==> src/rtl/scan_readout_rx.sv <==
// scan_readout_rx
// Scan-chain readout controller and deserializer for the FIR tap arrays.
// It drives scan enable and freeze into the FIR and samples the two bit-serial
// streams, weight and sample. It rebuilds one 26-bit weight and one 16-bit
// sample per tap, and presents them in tap order TAPS-1 down to 0.
//
// Ports:
//   clk, rst_n          clock shared with the FIR scan logic; async active-low reset
//   i_start             readout request pulse, honoured only when idle
//   i_scan_out_w/_x     weight / sample scan bits from the FIR, LSB first
//   o_scan_en           scan enable to the FIR (registered)
//   o_scan_freeze       freeze to the FIR (registered; never driven when FREEZE=0)
//   o_busy              readout in progress (low again in the done cycle)
//   o_word_valid        one-cycle pulse qualifying o_tap_idx/o_w_word/o_x_word
//   o_tap_idx           tap index of the current word
//   o_w_word            signed weight as stored in the FIR
//   o_x_word            signed sample
//   o_x_fmt_err         sticky: a sample word had nonzero padding bits 16..25
//   o_done              one-cycle pulse together with the last word
//
// State table:
//   IDLE  | waiting for i_start
//   ARM   | one lead cycle with the FIR frozen before shifting (FREEZE=1 only)
//   SHIFT | 26*TAPS scan cycles, one bit per stream per cycle
module scan_readout_rx #(
  parameter int TAPS   = 256,
  parameter int M      = 8,
  parameter bit FREEZE = 1'b1
) (
  input  logic          clk,
  input  logic          rst_n,
  input  logic          i_start,
  input  logic          i_scan_out_w,
  input  logic          i_scan_out_x,
  output logic          o_scan_en,
  output logic          o_scan_freeze,
  output logic          o_busy,
  output logic          o_word_valid,
  output logic [M-1:0]  o_tap_idx,
  output logic [25:0]   o_w_word,
  output logic [15:0]   o_x_word,
  output logic          o_x_fmt_err,
  output logic          o_done
);

  typedef enum logic [1:0] {IDLE, ARM, SHIFT} state_t;

  state_t       r_state;
  state_t       w_state_nxt;

  logic [4:0]   r_bit_cnt;
  logic [M-1:0] r_word_cnt;
  // Only the upper 25 bits of the 26-bit shift window are kept: the oldest
  // bit falls out on the same edge the new bit arrives, so it is never read.
  logic [24:0]  r_sh_w;
  logic [24:0]  r_sh_x;

  logic         r_scan_en;
  logic         r_scan_freeze;
  logic         r_busy;
  logic         r_word_valid;
  logic [M-1:0] r_tap_idx;
  logic [25:0]  r_w_word;
  logic [15:0]  r_x_word;
  logic         r_x_fmt_err;
  logic         r_done;

  logic         w_accept;
  logic         w_bit_last;
  logic         w_word_last;
  logic         w_enter_shift;
  logic [25:0]  w_sh_w_nxt;
  logic [25:0]  w_sh_x_nxt;

  assign w_accept      = (r_state == IDLE) && i_start;
  assign w_bit_last    = (r_bit_cnt == 5'd25);
  assign w_word_last   = (r_word_cnt == M'(TAPS - 1));
  assign w_enter_shift = (w_state_nxt == SHIFT) && (r_state != SHIFT);
  assign w_sh_w_nxt    = {i_scan_out_w, r_sh_w};
  assign w_sh_x_nxt    = {i_scan_out_x, r_sh_x};

  always_ff @(posedge clk or negedge rst_n) begin
    if (!rst_n) r_state <= IDLE;
    else        r_state <= w_state_nxt;
  end

  always_comb begin
    w_state_nxt = r_state;
    case (r_state)
      IDLE:    if (i_start) w_state_nxt = FREEZE ? ARM : SHIFT;
      ARM:     w_state_nxt = SHIFT;
      SHIFT:   if (w_bit_last && w_word_last) w_state_nxt = IDLE;
      default: w_state_nxt = IDLE;
    endcase
  end

  // Control outputs are registered from the next state so they line up with
  // the state register without a decode stage on the FIR-facing pins.
  always_ff @(posedge clk or negedge rst_n) begin
    if (!rst_n) begin
      r_scan_en     <= 1'b0;
      r_scan_freeze <= 1'b0;
      r_busy        <= 1'b0;
    end else begin
      r_scan_en     <= (w_state_nxt == SHIFT);
      r_scan_freeze <= FREEZE & (w_state_nxt != IDLE);
      r_busy        <= (w_state_nxt != IDLE);
    end
  end

  always_ff @(posedge clk or negedge rst_n) begin
    if (!rst_n) begin
      r_bit_cnt    <= '0;
      r_word_cnt   <= '0;
      r_sh_w       <= '0;
      r_sh_x       <= '0;
      r_word_valid <= 1'b0;
      r_done       <= 1'b0;
      r_tap_idx    <= '0;
      r_w_word     <= '0;
      r_x_word     <= '0;
      r_x_fmt_err  <= 1'b0;
    end else begin
      r_word_valid <= 1'b0;
      r_done       <= 1'b0;
      if (w_accept) r_x_fmt_err <= 1'b0;
      if (w_enter_shift) begin
        r_bit_cnt  <= '0;
        r_word_cnt <= '0;
      end else if (r_state == SHIFT) begin
        r_sh_w <= w_sh_w_nxt[25:1];
        r_sh_x <= w_sh_x_nxt[25:1];
        if (w_bit_last) begin
          r_w_word     <= w_sh_w_nxt;
          r_x_word     <= w_sh_x_nxt[15:0];
          // Padding bits are zeros, not sign extension; anything else means
          // the chain and this counter have slipped.
          if (|w_sh_x_nxt[25:16]) r_x_fmt_err <= 1'b1;
          r_tap_idx    <= M'(TAPS - 1) - r_word_cnt;
          r_word_valid <= 1'b1;
          r_done       <= w_word_last;
          r_bit_cnt    <= '0;
          r_word_cnt   <= r_word_cnt + 1'b1;
        end else begin
          r_bit_cnt <= r_bit_cnt + 5'd1;
        end
      end
    end
  end

  assign o_scan_en     = r_scan_en;
  assign o_scan_freeze = r_scan_freeze;
  assign o_busy        = r_busy;
  assign o_word_valid  = r_word_valid;
  assign o_tap_idx     = r_tap_idx;
  assign o_w_word      = r_w_word;
  assign o_x_word      = r_x_word;
  assign o_x_fmt_err   = r_x_fmt_err;
  assign o_done        = r_done;

endmodule

==> config.mk <==
export PLATFORM = sky130hd
export DESIGN_NAME = scan_readout_rx
export DESIGN_NICKNAME = d
export VERILOG_FILES = /design/src/rtl/scan_readout_rx.sv
export SDC_FILE = /design/constraint.sdc
export NUM_CORES = 1
export LEC_CHECK = 0
export CAP_MARGIN = 25
export CORE_MARGIN = 8
export CORE_UTILIZATION = 50
export DETAILED_ROUTE_END_ITERATION = 7
export PLACE_DENSITY = 0.74
export SLEW_MARGIN = 25
export SYNTH_ARGS = -nofsm -noshare
export SYNTH_HDL_FRONTEND = slang
export SYNTH_SLANG_ARGS = --single-unit
==> constraint.sdc <==
create_clock -name clk -period 2.2 [get_ports clk]
set_input_delay 0.44 -clock clk [delete_from_list [all_inputs] [get_ports clk]]
set_output_delay 0.44 -clock clk [all_outputs]
set_load 0.02 [all_outputs]
==> results.yml <==
cts:
  cts_sinks: 120
  cts_max_level: 4
  clockBufferDepth: 2
  numCtsBuffers: 17
  cts-root-buf: "clkbuf_8"
  clk_pin_slew_ns: 0.05
  insertion_delay_ns: 0.51
  post_cts_resized: 0
  cts_setup_buffers: 0
  cts_tree: "done"
  hold_buffers: 1
run_status:
  run_status: "completed"
timing:
  setup_violations: 0
  hold_viol_final: 0
  worst_slew_pin_slew_ns: 0.541
  layout_setup_ws_ns: 0.269
  fin_crit_ns: 1.93
  fmax_mhz: 518
  skew_ns: 0.00656
  rsz0062_at_grt: "false"
  drv_slew: 0
  maxSlewHeadroom_pct: 63.9
  tns_ns: 0
  finalCritPeriodShare_pct: 87.8
drt:
  drt-initial-drc-count: 138
  routedWlPerCell_um: 15.6
  via_per_inst: 5.13
  vias: 2813
  drtPass1Iterations: 4
  ant_nets: 0
  drc: 0
  wl_um: 8550
setup_path:
  cpMaxStageDelayCell: "clkdlybuf4s50_1"
  critical_path_required_ns: 1.76
  cp.arrival_ns: 1.49
  critPathMaxFanout: 2
  end_kind: "output pin"
  crit_type: "flip-flop to output pin"
  cp-start-kind: "flip-flop"
  worstPathCellList: "clkdlybuf4s50_1"
  path_buf_inv: 1
  critPathTopFamily: "buffers and inverters"
  crit_path_max_incr_delay_ns: 0.63
finish:
  n_antenna_cell: 0
  nets: 417
  final_common_cell: "dfrtp_1"
  layout_common_cells: "120 x dfrtp_1, 92 x mux2_2, 59 x clkdlybuf4s50_1, 18 x nand2_1, 18 x o21ai_0"
  fin_util_pct: 65.2
  syn2layout_area_growth_pct: 29.2
  finalNonFillerCells: 548
  nFillCells: 719
  drive_above_1_share_pct: 33.3
grt:
  overflow: 0
  grt_pass1_vias: 3060
  grt_usage_pct: 14.8
  grt_max_degree: 44
  antenna_found_initial: 0
  grt_pass1_wl_um: 15000
placed_design:
  place_congestion: 0.803
  io_buffers: 60
  dp_cells: 516
  dp.final_hpwl_um: 5660
  place_ws_ns: 0.275
logic_synthesis:
  ys_ff_latch: 120
  ys_async_sr_fraction_pct: 100
  ys_types: 41
  synthCells: 332
  yosysSeqAreaShare_pct: 62.3
  yosysWarnings: 0
  syn-num-nets: 346
  synth_ff_type: "dfrtp_1"
  avgSynthCellArea_um2: 14.5
  syn_area_um2: 4820
  synth-edff-count: 0
die:
  ios: 61
  fp.dieW_um: 114
  core_area_um2: 9550
  fp.dieH_um: 114
  die_area_um2: 13000
  placementRows: 36
  initial_core_util_pct: 50.4
worst_hold_path:
  min_path_type: "primary input to asynchronous set/reset pin"
pwr:
  leakagePower_nw: 2.95
  power.density_nw_per_um2: 1260
  peakVddDrop_mv: 0.638
run:
  cap_violations: 0
==> where the power goes <==
part	total [mW]	leakage [nW]	internal [mW]	switching [mW]
Sequential	3.07	1.61	2.70	0.366
Combinational	1.84	1.02	0.940	0.900
Clock	2.94	0.308	2.03	0.905
==> path summary, 6_finish.rpt <==
path | end | cells after the start | from | slack, ns
worst max-delay path | o_w_word[25] | 1 | o_w_word[25] | 0.27
worst min-delay path | r_sh_x[4] | 2 | rst_n | 0.44
worst max register to register | r_bit_cnt[2] | 6 | r_state[0] | 0.31
worst min register to register | o_tap_idx[0] | 2 | o_tap_idx[0] | 0.47
max in group asynchronous | o_w_word[10] | 3 | rst_n | 1.14
min in group clk | o_tap_idx[0] | 2 | o_tap_idx[0] | 0.47
==> flip-flops by register name, indices dropped and copies added, names as in the netlist <==
signal,flops
r_sh_w,25
o_x_fmt_err,1
o_done,1
r_state,2
o_scan_en,1
r_sh_x,25
r_word_cnt,8
o_tap_idx,8
o_w_word,26
o_word_valid,1
o_busy,1
r_bit_cnt,5
o_x_word,16
==> per-layer routing <==
metal  track usage (%)  vias to the layer above  part of all wire, %
met5                 0                        -                    0
met4              6.21                        0                  1.6
met3              5.75                       11                  4.9
met2              24.0                       54                   51
met1              17.1                     1420                   43
li1                  -                     1328                    -
==> cell usage after synthesis, types with 2 or more instances <==
cell	n	area, um^2
o21ai_0	18	90.1
clkbuf_1	4	15.0
nor2_1	5	18.8
and2_1	4	25.0
ha_1	9	113
dfrtp_1	120	3000
inv_1	6	22.5
nor3b_1	2	15.0
buf_1	5	18.8
buf_6	6	67.6
or4_1	2	15.0
nand3_1	3	15.0
nand2b_1	3	18.8
nor4_1	2	12.5
o31ai_1	5	37.5
a21oi_1	5	25.0
mux2_2	92	1040
nand2_1	18	67.6
==> final cells by class <==
cell class / count / area (um^2) / share of cell area, %
Clock inverter: 8 / 168 / 2.69
Multi-Input combinational cell: 189 / 1680 / 27.0
Clock buffer: 23 / 467 / 7.50
Sequential cell: 120 / 3000 / 48.2
Inverter: 6 / 22.5 / 0.362
Timing Repair Buffer: 69 / 718 / 11.5
Tap cell: 133 / 166 / 2.67
==> through the flow <==
step | power (mW) | hold slack [ns] | cell area (um^2)
global route | 8.28 | 0.499 | 6220
floorplan | 4.32 | 0.144 | 4820
global placement | 4.87 | 0.449 | 5580
CTS | 7.94 | 0.450 | 6220
detailed placement | 4.96 | 0.449 | 5580
finish | 7.84 | 0.445 | 6220
==> worst register-to-register path, cell delays in order, from the launching register on <==
cell	delay (ns)
dfrtp_1	0.43
inv_1	0.11
ha_1	0.43
inv_1	0.15
or3_4	0.40
nor3b_1	0.20
a21o_1	0.10
==> kinds of logic (layout without fill, tap and decap cells) <==
kind of cell	Yosys count	in the layout	synth area share, %
flip-flops	120	120	62.3
multiplexers	93	93	21.7
AND/OR/NAND/NOR	50	50	5.79
AO/OA/AOI/OAI	37	37	4.99
buffers and inverters	23	106	2.83
adder cells (fa/ha/maj)	9	9	2.34
(Power assumes the default switching activity.)
